[src/rtl/sipo_rx_ctrl.sv]
// sipo_rx_ctrl: start/stop frame controller driving an external sipo shifter.
// Define SIPO_CTRL_PARITY_EN to add an even-parity bit between data and stop.
module sipo_rx_ctrl #(
   parameter int WIDTH = 4
) (
   input  logic             clk,
   input  logic             rst,
   input  logic             sin,
   output logic             sipo_shift,
   input  logic [WIDTH-1:0] sipo_pout,
   output logic [WIDTH-1:0] data_out,
   output logic             data_valid,
   input  logic             data_ready,
   output logic             busy,
   output logic             frame_err,
   output logic             overrun,
   output logic             parity_err
);

   localparam int CW = (WIDTH > 1) ? $clog2(WIDTH) : 1;
   localparam logic [CW-1:0] LAST = CW'(WIDTH - 1);

   typedef enum logic [1:0] {
      IDLE,
      SHIFT,
      PARITY,
      STOP
   } state_t;

   state_t           state_q, state_d;
   logic [CW-1:0]    cnt_q, cnt_d;
   logic [WIDTH-1:0] data_q, data_d;
   logic             valid_q, valid_d;
   logic             fe_q, fe_d;
   logic             ov_q, ov_d;
`ifdef SIPO_CTRL_PARITY_EN
   logic             pe_q, pe_d;
   logic             par_bad_q, par_bad_d;
`endif

   always_comb begin
      state_d = state_q;
      cnt_d   = cnt_q;
      data_d  = data_q;
      valid_d = valid_q;
      fe_d    = 1'b0;
      ov_d    = 1'b0;
`ifdef SIPO_CTRL_PARITY_EN
      pe_d      = 1'b0;
      par_bad_d = par_bad_q;
`endif
      if (valid_q && data_ready)
         valid_d = 1'b0;

      unique case (state_q)
         IDLE: begin
            if (!sin) begin
               state_d = SHIFT;
               cnt_d   = '0;
`ifdef SIPO_CTRL_PARITY_EN
               par_bad_d = 1'b0;
`endif
            end
         end
         SHIFT: begin
            // hold the counter on the last bit so it never wraps in-frame
            if (cnt_q == LAST) begin
`ifdef SIPO_CTRL_PARITY_EN
               state_d = PARITY;
`else
               state_d = STOP;
`endif
            end else begin
               cnt_d = cnt_q + 1'b1;
            end
         end
         PARITY: begin
`ifdef SIPO_CTRL_PARITY_EN
            par_bad_d = (^sipo_pout) ^ sin;
`endif
            state_d = STOP;
         end
         STOP: begin
            state_d = IDLE;
            if (!sin) begin
               fe_d = 1'b1;
            end
`ifdef SIPO_CTRL_PARITY_EN
            else if (par_bad_q) begin
               pe_d = 1'b1;
            end
`endif
            else if (!valid_q || data_ready) begin
               data_d  = sipo_pout;
               valid_d = 1'b1;
            end else begin
               ov_d = 1'b1;
            end
         end
         default: state_d = IDLE;
      endcase
   end

   always_ff @(posedge clk or posedge rst) begin
      if (rst) begin
         state_q <= IDLE;
         cnt_q   <= '0;
         data_q  <= '0;
         valid_q <= 1'b0;
         fe_q    <= 1'b0;
         ov_q    <= 1'b0;
`ifdef SIPO_CTRL_PARITY_EN
         pe_q      <= 1'b0;
         par_bad_q <= 1'b0;
`endif
      end else begin
         state_q <= state_d;
         cnt_q   <= cnt_d;
         data_q  <= data_d;
         valid_q <= valid_d;
         fe_q    <= fe_d;
         ov_q    <= ov_d;
`ifdef SIPO_CTRL_PARITY_EN
         pe_q      <= pe_d;
         par_bad_q <= par_bad_d;
`endif
      end
   end

   assign sipo_shift = (state_q == SHIFT);
   assign busy       = (state_q != IDLE);
   assign data_out   = data_q;
   assign data_valid = valid_q;
   assign frame_err  = fe_q;
   assign overrun    = ov_q;
`ifdef SIPO_CTRL_PARITY_EN
   assign parity_err = pe_q;
`else
   assign parity_err = 1'b0;
`endif

endmodule

[config.mk]
export PLATFORM = sky130hd
export DESIGN_NAME = sipo_rx_ctrl
export DESIGN_NICKNAME = d
export VERILOG_FILES = /design/src/rtl/sipo_rx_ctrl.sv
export SDC_FILE = /design/constraint.sdc
export NUM_CORES = 1
export LEC_CHECK = 0
export ABC_AREA = 1
export BUFFER_PORTS_ARGS = -buffer_cell sky130_fd_sc_hd__buf_2
export CORE_MARGIN = 2
export CORE_UTILIZATION = 40
export DETAILED_ROUTE_END_ITERATION = 16
export GPL_TIMING_DRIVEN = 1
export PLACE_DENSITY = 0.67
export SYNTH_ARGS = -nofsm -noshare
export SYNTH_HDL_FRONTEND = slang
export SYNTH_SLANG_ARGS = --single-unit
[constraint.sdc]
create_clock -name clk -period 1.32 [get_ports clk]
set_input_delay 0.066 -clock clk [delete_from_list [all_inputs] [get_ports clk]]
set_output_delay 0.066 -clock clk [all_outputs]
set_load 0.005 [all_outputs]
Word level (Yosys, flattened, before mapping):

Index checks and enable logic that the tools add are counted.
W data, S select, Z words.

* input bits: 8
* bits in registers: 11
* output and inout port bits: 10
* logic and storage cells: 38

* eq/ne operators: 7
* reduce and logical (&&, ||, !) cells: 9
* add/sub/neg operators: 1
* multiplexer cells: 15

Operators with widths (count)
* $mux W1: 9
* $mux W2: 4
* $pmux W2 S4: 1
* $eq A2 B2 Y1 const B: 3
* $reduce_and A3 Y1: 2
* $ne A2 B2 Y1 const B: 2
* $pmux W2 S2: 1
* $reduce_bool A2 Y1: 2
* $add A2 B1 Y2 const B: 1
* $eq A2 B1 Y1 const B: 1
* $logic_not A2 Y1: 1
* $ne A2 B1 Y1 const B: 1
* $reduce_and A2 Y1: 1
* $logic_and A1 B1 Y1: 1
* $logic_not A1 Y1: 1
* $logic_or A1 B1 Y1: 1

Longest topological paths before layout:

* depth in word-level cells: 5
* gate-level depth with buffers: 7
* mapped depth without buffers: 7

Worst setup path after synthesis:

OpenSTA, ideal clock, no wires.

* kind: register -> register
* from: reg state_q[1]
* to: reg cnt_q[0]
* slack: 0.219 ns
* stages on the path, launching flop included: 8
* data arrival time: 0.984 ns
* setup time: 0.117 ns
* cells stage by stage: dfrtp_1 inv_1 ha_1 inv_1 nand2_1 nand3_2 nand2_1 nand2_1

* cells in the longest elaborated chain, start to end: 3
* elaborated cells on any way between the ends: 7

Ends and longest elaborated chain
* start: declaration: line 30 `state_t state_q, state_d;`
* start signal: assignment: line 117 `state_q <= state_d;`
* $eq A2 B1 Y1 *
* via sipo_shift: line 9 `output logic sipo_shift,`
* $ne A2 B2 Y1 (no source line) or $reduce_bool A2 Y1 (tied branches)
* $reduce_and A3 Y1 (no source line)
* end signal: assignment: line 118 `cnt_q <= cnt_d;`
* end: declaration: line 31 `logic [CW-1:0] cnt_q, cnt_d;`

The timed path passes the listed nets; every way through them passes the cells marked *.
A chain may end at the register's enable or synchronous reset.

Worst setup path after layout:

* from: reg state_q[1]
* to: out busy

* cells in the longest elaborated chain, start to end: 1

Ends and longest elaborated chain
* $reduce_bool A2 Y1: line 131 `assign busy = (state_q != IDLE);`
* end: declaration: line 14 `output logic busy,`

Every way passes these cells.

==> metrics.md <==
| Metric | Value |
|---|---|
| Crit path time final | 1.23 ns |
| Net Switching | 0.597 mW |
| Routed wire per std cell | 9.94 um |
| Die area | 1750 sq um |
| Vias/cell | 4.47 |
| Worst reg2reg endpoint | cnt_q[1] |
| Vias in the first global route | 460 |
| Post-Layout Cell Count | 103 |
| Switching Share | 40.5% |
| WP buf/inv | 3 |
| Via count | 460 |
| Worst vdd ir | 914 uV |
| Pwr/cell area | 2070 nW/um^2 |
| Post-CTS resize count | 0 |
| Yosys top cell area share | 48.0% |
| Clock Sinks | 11 |
| Share of cells above drive strength 1 | 29.5% |
| Slowest stage cell, crit path | dfrtp_1 |
| Final Max Tran Viols | 0 |
| Nets | 102 |
| Seq pwr share | 38.7% |
| H-tree depth | 1 |
| CP Class | flop to output port |
| DRC Markers | 0 |
| DIE HEIGHT | 41.9 um |
| Syn Std Cell Area | 573 sq um |
| Global-route wire length before repair | 1900 um |
| Clock Tree Buf Depth | 2 |
| Syn Inst Count | 67 |
| GPL Wtd Cong | 0.726 |
| Clk_skew | 0.00263 ns |
| RSZ-0062 raised after global routing | true |
| I/O pin cnt | 18 |
| Worst path depth | 4 |
| Logic pwr share | 45.9% |
| Synthesis Warnings | 0 |
| Average size of a mapped cell | 8.55 sq um |
| Critical path endpoint | busy |
| Post-Layout Inst Area | 711 sq um |
| Initial core utilization | 43.5% |
| Cell mode on critical path | inv_1 |
| Synthesized net count | 80 |
| Max-cap violation count | 0 |
| Endpoints failing hold | 0 |
| Placed Area | 664 sq um |
| Leak Pwr | 0.438 nW |
| Clock share of power | 15.3% |
| Arrival time of the worst setup path | 1.17 ns |
| Cell count after placement | 97 |
| Pin count of the biggest net entering global routing | 12 |
| Final setup margin | 0.0858 ns |
| Worst path max stage delay | 0.41 ns |
| Pre-Repair DR Iteration Count | 3 |
| CP Cell Sequence | inv_1 > ha_1 > inv_1 > buf_2 |
| Antenna diode count | 0 |
| Worst r2r src | state_q[1] |
| Internal | 0.877 mW |
| Clk Tree Root Cell | clkbuf_4 |
| Antenna-violating nets left | 0 |
| CP Launch Type | flop |
| CORE AREA | 1320 sq um |
| CTS clk-pin slew, worst paths | 0.07 ns |
| Register area share after synthesis | 48.0% |
| Period Utilization, post-route | 93.5% |
| Final core utilization | 53.9% |
| Maximum clock frequency | 0.810 GHz |
| CTS buffer count | 3 |
| R2R depth | 7 |
| Critical-path maximum fanout | 4 |
| Hold path start | sipo_pout[1] |
| Hpwl dp | 793 um |
| Biggest area consumer among synthesized cells | dfrtp_1 |
| Flop-to-flop setup slack | 0.12 ns |
| GR Util All Layers | 14.2% |
| Status | finished clean |
| CTS tree | built |
| Synth area leaders | dfrtp_1 48%, nand2_1 14%, ha_1 11% |
| Area Overhead vs Synth | 24.0% |
| Rows | 13 |
| I/O Buffers | 16 |
| Final wirelength | 1020 um |
| Chip width | 41.9 um |
| DR iter-0 viols | 2 |
| Seq cells post-synth | 11 |
| Hold Crit Class | primary input to flop |
| GR Overflow Total | 0 |
| Critical path launch point | state_q[1] |
| Setup Total Neg Slack | 0 ns |
| Worst-Skew Late Latency | 0.26 ns |
| CP Capture Type | output port |
| CP delay by family, top | flip-flops |
| Setup-failing EPs final | 0 |
| Yosys cell types | 13 |
| DP Worst Slack | 0.111 ns |
| Initial antenna violation count | 0 |
| Worst EP required | 1.25 ns |
==> synthesized netlist by cell type (all sizes together) <==
master and n:
nand2 27, dfrtp 11, inv 9, nand3 8, ha 5, nor2 3
buf 1, clkinv 1, conb 1, o21ai 1
==> power by group through the flow <==
stage | registers (mW) | clock network (mW) | logic (mW)
after floorplan | 0.575 | 0 | 0.467
after global placement | 0.572 | 0 | 0.667
after detailed placement | 0.579 | 0 | 0.684
after CTS | 0.572 | 0.236 | 0.695
after global routing | 0.597 | 0.255 | 0.797
final | 0.571 | 0.226 | 0.676
==> layer usage <==
layer | vias up | GRT usage, % | part of all wire (%)
met1 | 198 | 18.5 | 46
met4 | 0 | 9.68 | 1.4
met2 | 17 | 20.3 | 45
li1 | 243 | - | -
met5 | - | 0 | 0
met3 | 2 | 3.48 | 7.4
==> stage by stage <==
stage | power [mW] | hold slack, ns
floorplan | 1.04 | -0.0816
global placement | 1.24 | 0.0824
detailed placement | 1.26 | 0.0923
CTS | 1.50 | 0.0316
global route | 1.65 | 0.0451
finish | 1.47 | 0.0386
==> tightest hold or removal path, stage by stage <==
cell and delay, ns:
buf_2 0.07, nand3_1 0.06, nand2_1 0.06
==> area by class of cell <==
cell class              count  area [sq um]
clock buffers               4          26.3
fillers                   135           607
inverters                  10          38.8
multi-input cells          45           251
flip-flops and latches     11           275
well taps                  15          18.8
repair buffers             18           100
==> cells by family after synthesis <==
family	after synthesis	synth area share [%]
adders and majority gates	5	10.9
other	1	0.654
buffers and inverters	11	8.08
and+or+nand+nor	38	31.4
AOI/OAI and AO/OA	1	0.873
DFF	11	48.0
==> worst min path at each step <==
stage | end | slack, ns | cells after the start
2_1_floorplan | cnt_q[0] | -0.08 | 1
3_3_place_gp | state_q[0] | 0.08 | 2
3_5_place_dp | state_q[0] | 0.09 | 2
4_1_cts | data_out[2] | 0.03 | 3
5_1_grt | data_out[2] | 0.05 | 3
6_report | data_out[1] | 0.04 | 3
==> timing repair <==
action,CTS,global route
hold buffers,2,0
setup buffers,0,0
endpoints found under the hold margin,12,0
setup endpoints to repair,0,1
==> placed cells by master, fill, tap and decap left out <==
cell	n
dlygate4sd3_1	2
o21ai_1	1
buf_2	16
clkinv_2	1
conb_1	1
ha_1	5
nor2_1	3
nand2_4	2
clkbuf_1	1
clkbuf_4	3
nand2_2	3
dfrtp_1	11
nand3_2	1
nand3_1	7
nand2_1	22
inv_1	9
==> sequential cells by signal, summed over array words and instances (netlist names) <==
name,cells
data_valid,1
data_out,4
state_q,2
overrun,1
frame_err,1
cnt_q,2
No activity file was read; power rests on OpenSTA's default activity.
